File: src/rtl/regfile_dump.sv
// Register-file dump engine: walks firstReg..lastReg through one regfile read
// port and streams (index, value) beats on a valid/ready interface, holding the core meanwhile.
module regfile_dump #(
    parameter int ADDR_W   = 5,
    parameter int DATA_W   = 32,
    parameter int NUM_REGS = 32
) (
    input  logic              clk,
    input  logic              reset,
    input  logic              start,
    input  logic              abort,
    input  logic [ADDR_W-1:0] firstReg,
    input  logic [ADDR_W-1:0] lastReg,
    output logic [ADDR_W-1:0] rdAddr,
    input  logic [DATA_W-1:0] rdData,
    output logic              dumpValid,
    input  logic              dumpReady,
    output logic [ADDR_W-1:0] dumpIdx,
    output logic [DATA_W-1:0] dumpData,
    output logic              busy,
    output logic              holdCore,
    output logic              done,
    output logic              rangeErr
);

    typedef enum logic [1:0] {S_IDLE, S_READ, S_SEND} state_t;

    state_t              r_state, w_state_nxt;
    logic [ADDR_W-1:0]   r_last, w_last_nxt;
    logic [ADDR_W-1:0]   r_rdAddr, w_rdAddr_nxt;
    logic                r_valid, w_valid_nxt;
    logic [ADDR_W-1:0]   r_idx, w_idx_nxt;
    logic [DATA_W-1:0]   r_data, w_data_nxt;
    logic                r_busy, w_busy_nxt;
    logic                r_done, w_done_nxt;
    logic                r_rerr, w_rerr_nxt;
    logic                w_range_ok;

    assign w_range_ok = (firstReg <= lastReg) && (32'(lastReg) < 32'(NUM_REGS));

    always_ff @(posedge clk or posedge reset) begin
        if (reset) r_state <= S_IDLE;
        else       r_state <= w_state_nxt;
    end

    always_comb begin
        w_state_nxt  = r_state;
        w_last_nxt   = r_last;
        w_rdAddr_nxt = r_rdAddr;
        w_valid_nxt  = r_valid;
        w_idx_nxt    = r_idx;
        w_data_nxt   = r_data;
        w_busy_nxt   = r_busy;
        w_done_nxt   = 1'b0;
        w_rerr_nxt   = 1'b0;
        case (r_state)
            S_IDLE: begin
                if (start) begin
                    if (w_range_ok) begin
                        w_last_nxt   = lastReg;
                        w_rdAddr_nxt = firstReg;
                        w_busy_nxt   = 1'b1;
                        w_state_nxt  = S_READ;
                    end else begin
                        w_rerr_nxt = 1'b1;
                    end
                end
            end
            S_READ: begin
                if (abort) begin
                    w_valid_nxt = 1'b0;
                    w_busy_nxt  = 1'b0;
                    w_state_nxt = S_IDLE;
                end else begin
                    w_data_nxt  = rdData;
                    w_idx_nxt   = r_rdAddr;
                    w_valid_nxt = 1'b1;
                    w_state_nxt = S_SEND;
                end
            end
            S_SEND: begin
                // abort wins over a simultaneous acceptance
                if (abort) begin
                    w_valid_nxt = 1'b0;
                    w_busy_nxt  = 1'b0;
                    w_state_nxt = S_IDLE;
                end else if (dumpReady) begin
                    w_valid_nxt = 1'b0;
                    if (r_rdAddr == r_last) begin
                        w_done_nxt  = 1'b1;
                        w_busy_nxt  = 1'b0;
                        w_state_nxt = S_IDLE;
                    end else begin
                        w_rdAddr_nxt = r_rdAddr + ADDR_W'(1);
                        w_state_nxt  = S_READ;
                    end
                end
            end
            default: w_state_nxt = S_IDLE;
        endcase
    end

    always_ff @(posedge clk or posedge reset) begin
        if (reset) begin
            r_last   <= '0;
            r_rdAddr <= '0;
            r_valid  <= 1'b0;
            r_idx    <= '0;
            r_data   <= '0;
            r_busy   <= 1'b0;
            r_done   <= 1'b0;
            r_rerr   <= 1'b0;
        end else begin
            r_last   <= w_last_nxt;
            r_rdAddr <= w_rdAddr_nxt;
            r_valid  <= w_valid_nxt;
            r_idx    <= w_idx_nxt;
            r_data   <= w_data_nxt;
            r_busy   <= w_busy_nxt;
            r_done   <= w_done_nxt;
            r_rerr   <= w_rerr_nxt;
        end
    end

    assign rdAddr    = r_rdAddr;
    assign dumpValid = r_valid;
    assign dumpIdx   = r_idx;
    assign dumpData  = r_data;
    assign busy      = r_busy;
    assign holdCore  = r_busy;
    assign done      = r_done;
    assign rangeErr  = r_rerr;

endmodule

File: config.mk
export PLATFORM = sky130hd
export DESIGN_NAME = regfile_dump
export DESIGN_NICKNAME = d
export VERILOG_FILES = /design/src/rtl/regfile_dump.sv
export SDC_FILE = /design/constraint.sdc
export NUM_CORES = 1
export LEC_CHECK = 0
export BUFFER_PORTS_ARGS = -buffer_cell sky130_fd_sc_hd__buf_2
export CORE_ASPECT_RATIO = 0.75
export CORE_MARGIN = 4
export CORE_UTILIZATION = 51
export CTS_BUF_LIST = sky130_fd_sc_hd__clkbuf_4 sky130_fd_sc_hd__clkbuf_8
export CTS_CLUSTER_DIAMETER = 50
export DETAILED_ROUTE_END_ITERATION = 10
export PLACE_DENSITY = 0.9
export SYNTH_ARGS = -nofsm -noshare
export SYNTH_HDL_FRONTEND = slang
export SYNTH_SLANG_ARGS = --single-unit
File: constraint.sdc
create_clock -name clk -period 2.65 [get_ports clk]
set_input_delay 0.265 -clock clk [delete_from_list [all_inputs] [get_ports clk]]
set_output_delay 0.265 -clock clk [all_outputs]
set_load 0.02 [all_outputs]
# Word-level counts from Yosys, hierarchy flattened

Cells that the tools add are included.

Flip-flop bits (word level): 53
Input bits: 47
Output and inout port bits: 47
Logic and storage cells: 64

$add $sub $neg: 1
Order comparisons: 1
Equal/unequal tests: 11
Multiplexer cells: 31
Bitwise gates (word level): 1
Reductions and logical operators: 10

Operators with widths:

| kind                                                             | number |
|---|---|
| 5-bit two-way mux                                                | 5 |
| 1-bit two-way mux                                                | 17 |
| 2-bit != test (second input constant)                            | 6 |
| 6-bit AND reduction                                              | 2 |
| 2-bit two-way mux                                                | 5 |
| 5-bit case mux with 2 select lines                               | 1 |
| 3-bit != test (second input constant)                            | 2 |
| 2-bit case mux with 3 select lines                               | 1 |
| 3-bit AND reduction                                              | 2 |
| 5-bit by 1-bit adder with 5-bit output (second input constant)   | 1 |
| 5-bit == test                                                    | 1 |
| 5-bit <= comparator                                              | 1 |
| 2-bit AND reduction                                              | 2 |
| 2-bit nonzero test                                               | 2 |
| 1-bit case mux with 3 select lines                               | 1 |
| 3-bit nonzero test                                               | 1 |
| 2-bit by 1-bit == test with 1-bit output (second input constant) | 1 |
| 2-bit == test (second input constant)                            | 1 |
| 2-bit zero test                                                  | 1 |
| 1-bit case mux with 2 select lines                               | 1 |
| 1-bit NOT                                                        | 1 |

# Depth between registers and ports, before layout

Depth after elaboration: 5
Gate-level depth with buffers: 8
Gate-level depth less buffers: 8

# Worst setup path before layout

OpenSTA, ideal clock, no wires.

Kind: reg-to-reg
Start: register r_state[0]
End: register r_rdAddr[2] (netlist: rdAddr[2])
Library setup time: 124 ps
Data arrival time: 1,747 ps
Required time: 2,526 ps
Path slack: 779 ps
Stages on the path, launching flop included: 9
Cells stage by stage: dfrtp_1 > inv_1 > ha_1 > clkbuf_1 > nor2b_1 > a31oi_1 > nand2_2 > or2_4 > a211o_1

Longest elaborated chain between the ends: 3
Elaborated cells between the ends (all ways): 10
Those cells by class: 6 x eq/ne; 1 x mux; 3 x reduce/logical

RTL lines:

| item                                                                        | line | RTL |
|---|---|---|
| from (decl)                                                                 | 28   | `state_t r_state, w_state_nxt;` |
| from (signal assigned)                                                      | 43   | `else r_state <= w_state_nxt;` |
| 2-bit == test / 2-bit zero test (equally long branches)                     | 56   | `case (r_state)` |
| 2-bit != test (no source line) / 2-bit nonzero test (equally long branches) | n/a  |  |
| 6-bit AND reduction (no source line)                                        | n/a  |  |
| to (signal assigned)                                                        | 115  | `r_rdAddr <= w_rdAddr_nxt;` |
| to (decl)                                                                   | 30   | `logic [ADDR_W-1:0] r_rdAddr, w_rdAddr_nxt;` |

Parallel ways exist; a longest one is shown, timed or not.
A chain may end at the register's enable or synchronous reset.

# Worst setup path after layout

Start: register r_state[0]
End: register r_rdAddr[3] (netlist: rdAddr[3])

Same word-level chain as after synthesis.

==> results.py <==
metrics = {
    "run_status": {
        "status": "finished, final reports clean",
    },
    "setup_path": {
        "arrival_ns": 2.22,
        "critPathMaxFanout": 10,
        "required_ns": 2.85,
        "end_kind": "flop",
        "reg2regPathDepth": 7,
        "cp-start-kind": "flop",
        "path_class": "reg2reg",
    },
    "synthesis": {
        "yosysWarnings": 0,
        "yosysUniqueCellTypes": 37,
        "ys_seq_area_share_pct": 53.4,
        "syn_inst": 195,
        "syn_nets": 252,
        "ys_async_sr_fraction_pct": 100,
        "syn_area_um2": 2480,
        "synth-edff-count": 0,
        "ys_ff_latch": 53,
        "synth_flop_cell": "dfrtp_1",
        "avgSynthCellArea_um2": 12.7,
    },
    "die": {
        "die_w_um": 88.6,
        "coreArea_um2": 4570,
        "die_h_um": 68.4,
        "rows": 21,
        "fp.dieArea_um2": 6060,
        "start_util_pct": 54.3,
        "io_pins": 94,
    },
    "final_layout": {
        "area_growth_pct": 26.8,
        "fin_nets": 348,
        "nFillCells": 349,
        "drive_above_1_share_pct": 53.4,
        "final_util_pct": 68.8,
        "n_antenna_cell": 0,
    },
    "global_route": {
        "antenna_found_initial": 0,
        "grt.overflow.total": 0,
        "grt_pass1_wl_um": 8730,
        "grt_pass1_vias": 1880,
        "grtUsageTotal_pct": 19.1,
        "grt_max_degree": 34,
    },
    "placement": {
        "io_buffer_count": 93,
        "dp.final_hpwl_um": 4220,
        "place.gp.congestion": 0.854,
    },
    "hold_path": {
        "holdCritPathClass": "in2reg",
        "hold_depth": 2,
    },
    "detailed_routing": {
        "drt_iter0_drc": 59,
        "routedWlPerCell_um": 15.5,
        "dr.pass1.iters": 4,
        "vias": 1833,
        "vias_per_cell": 5.25,
        "antenna_left": 0,
        "finalWirelength_um": 5410,
        "drcViolationCount": 0,
    },
    "cts": {
        "cts_root_buffer": "clkbuf_8",
        "cts_buffers": 5,
        "cts.sinks": 53,
        "clk_latency_ns": 0.30,
        "clock_path_buffers": 2,
        "post-cts-setup-buffers": 0,
        "cts_tree": "done",
        "clk_pin_slew_worst_paths_ns": 0.10,
        "ctsHtreeMaxLevel": 2,
    },
    "power": {
        "finalPower_uw": 4040,
        "p_per_area_nw_per_um2": 1280,
        "total_leakage_power_uw": 0.00155,
        "ir_drop_mv": 1.05,
    },
    "sta": {
        "max_freq_mhz": 494,
        "rsz0062_at_grt": "false",
        "period_needed_ns": 2.02,
        "slew_headroom_pct": 71.1,
        "fin_crit_sh_pct": 76.4,
        "tightest_slew_ns": 0.428,
        "setup-violations-final": 0,
        "tns_ns": 0,
        "finClkSkew_ns": 0.00736,
        "maxSlewViolCount": 0,
        "final_hold_viol_count": 0,
    },
    "run": {
        "maxCapViolCount": 0,
    },
}
stage by stage:
stage          cells  cell area, um2  hold slack [ns]  setup slack, ns
2_1_floorplan    195            2480            0.373            0.779
6_report         349            3150            0.186            0.626
3_3_place_gp     340            3020            0.287            0.629
4_1_cts          349            3150            0.181            0.638
5_1_grt          349            3150            0.180            0.515
3_5_place_dp     340            3020            0.288            0.508
cells in the mapped netlist (2+ instances only):
cell type | count | share of area, %
dfrtp_1 | 53 | 53
mux2_2 | 43 | 20
inv_1 | 13 | 2.0
ha_1 | 10 | 5.0
o21ai_0 | 6 | 1.2
a211o_1 | 5 | 1.8
nand2_1 | 5 | 0.76
nor2_1 | 5 | 0.76
a21oi_1 | 4 | 0.81
nand3_1 | 4 | 0.81
nor2b_1 | 4 | 1.0
o41ai_1 | 4 | 1.4
nand2b_1 | 3 | 0.76
nor4_1 | 3 | 0.76
xor2_1 | 3 | 1.1
and3_1 | 2 | 0.50
buf_1 | 2 | 0.30
buf_2 | 2 | 0.40
buf_4 | 2 | 0.60
clkbuf_1 | 2 | 0.30
nand3_2 | 2 | 0.81
nor4b_1 | 2 | 0.71
xnor2_1 | 2 | 0.71
timing repair:
action	4_1_cts	5_1_grt
endpoints found under the hold margin	20	0
gates resized for setup	0	0
endpoints found under the setup margin	0	0
hold buffers	1	0
cells in the final DEF, fill, tap and decap left out, types with 2 or more instances in the layout:
master and n:
inv_1 12, o21ai_0 6, nand3_1 4, o41ai_1 4
nor2b_1 4, a21oi_1 4, and3_1 2, nand2_1 5
a211o_1 5, nand3_2 2, ha_1 10, buf_2 93
dfrtp_1 53, clkbuf_8 5, xor2_1 3, nand2b_1 3
nor4_1 3, buf_4 2, nor4b_1 2, xnor2_1 2
mux2_2 43, nor2_1 4
where the power goes:
group,total (uW),switching [uW],internal (uW)
Sequential,1480,268,1210
Combinational,2000,1130,873
Clock,554,260,294
Total,4040,1660,2380
routing by layer:
metal | up-vias | GRT usage (%) | part of all wire (%)
li1 | 888 | - | -
met1 | 863 | 25.0 | 42
met2 | 73 | 31.3 | 49
met3 | 9 | 4.33 | 7.5
met4 | 0 | 6.98 | 1.6
met5 | - | 0 | 0
final cells by class:
class | count | area (um2) | area share, %
multi-input combinational | 121 | 1070 | 34.2
inverter | 13 | 48.8 | 1.55
sequential | 53 | 1330 | 42.1
timing repair buffer | 97 | 510 | 16.2
clock buffer | 6 | 76.3 | 2.43
tap | 57 | 71.3 | 2.27
clock inverter | 2 | 38.8 | 1.23
critical path: stages (launching register included):
cell	delay (ns)
dfrtp_1	0.39
inv_1	0.09
ha_1	0.31
nor2b_1	0.19
a31oi_1	0.16
nand2_2	0.17
or2_4	0.32
a211o_1	0.30
cell families (layout without fill, tap and decap cells):
logic type	after synthesis	count (layout)	share of synthesized area, %
AO/OA/AOI/OAI	25	25	7.36
flip-flops	53	53	53.4
XOR/XNOR	5	5	1.76
multiplexers	44	44	19.9
AND/OR/NAND/NOR	37	37	8.92
buffers and inverters	21	118	3.58
adder cells (fa/ha/maj)	10	10	5.04
flip-flops by register name, indices dropped and copies added (netlist names):
name / flops
r_last: 5
dumpIdx: 5
dumpData: 32
done: 1
rangeErr: 1
r_state: 2
dumpValid: 1
rdAddr: 5
busy: 1
worst paths after layout:
path,start,slack (ns),end
worst min-delay path,rdData[17],0.19,dumpData[17]
min in group asynchronous,reset,0.50,rdAddr[1]
max in group asynchronous,reset,1.39,busy
worst max-delay path,r_state[0],0.63,rdAddr[3]
worst min register to register,dumpData[6],0.51,dumpData[6]
worst max register to register,r_state[0],0.63,rdAddr[3]
Note: power is estimated with default switching activity, not from simulation.
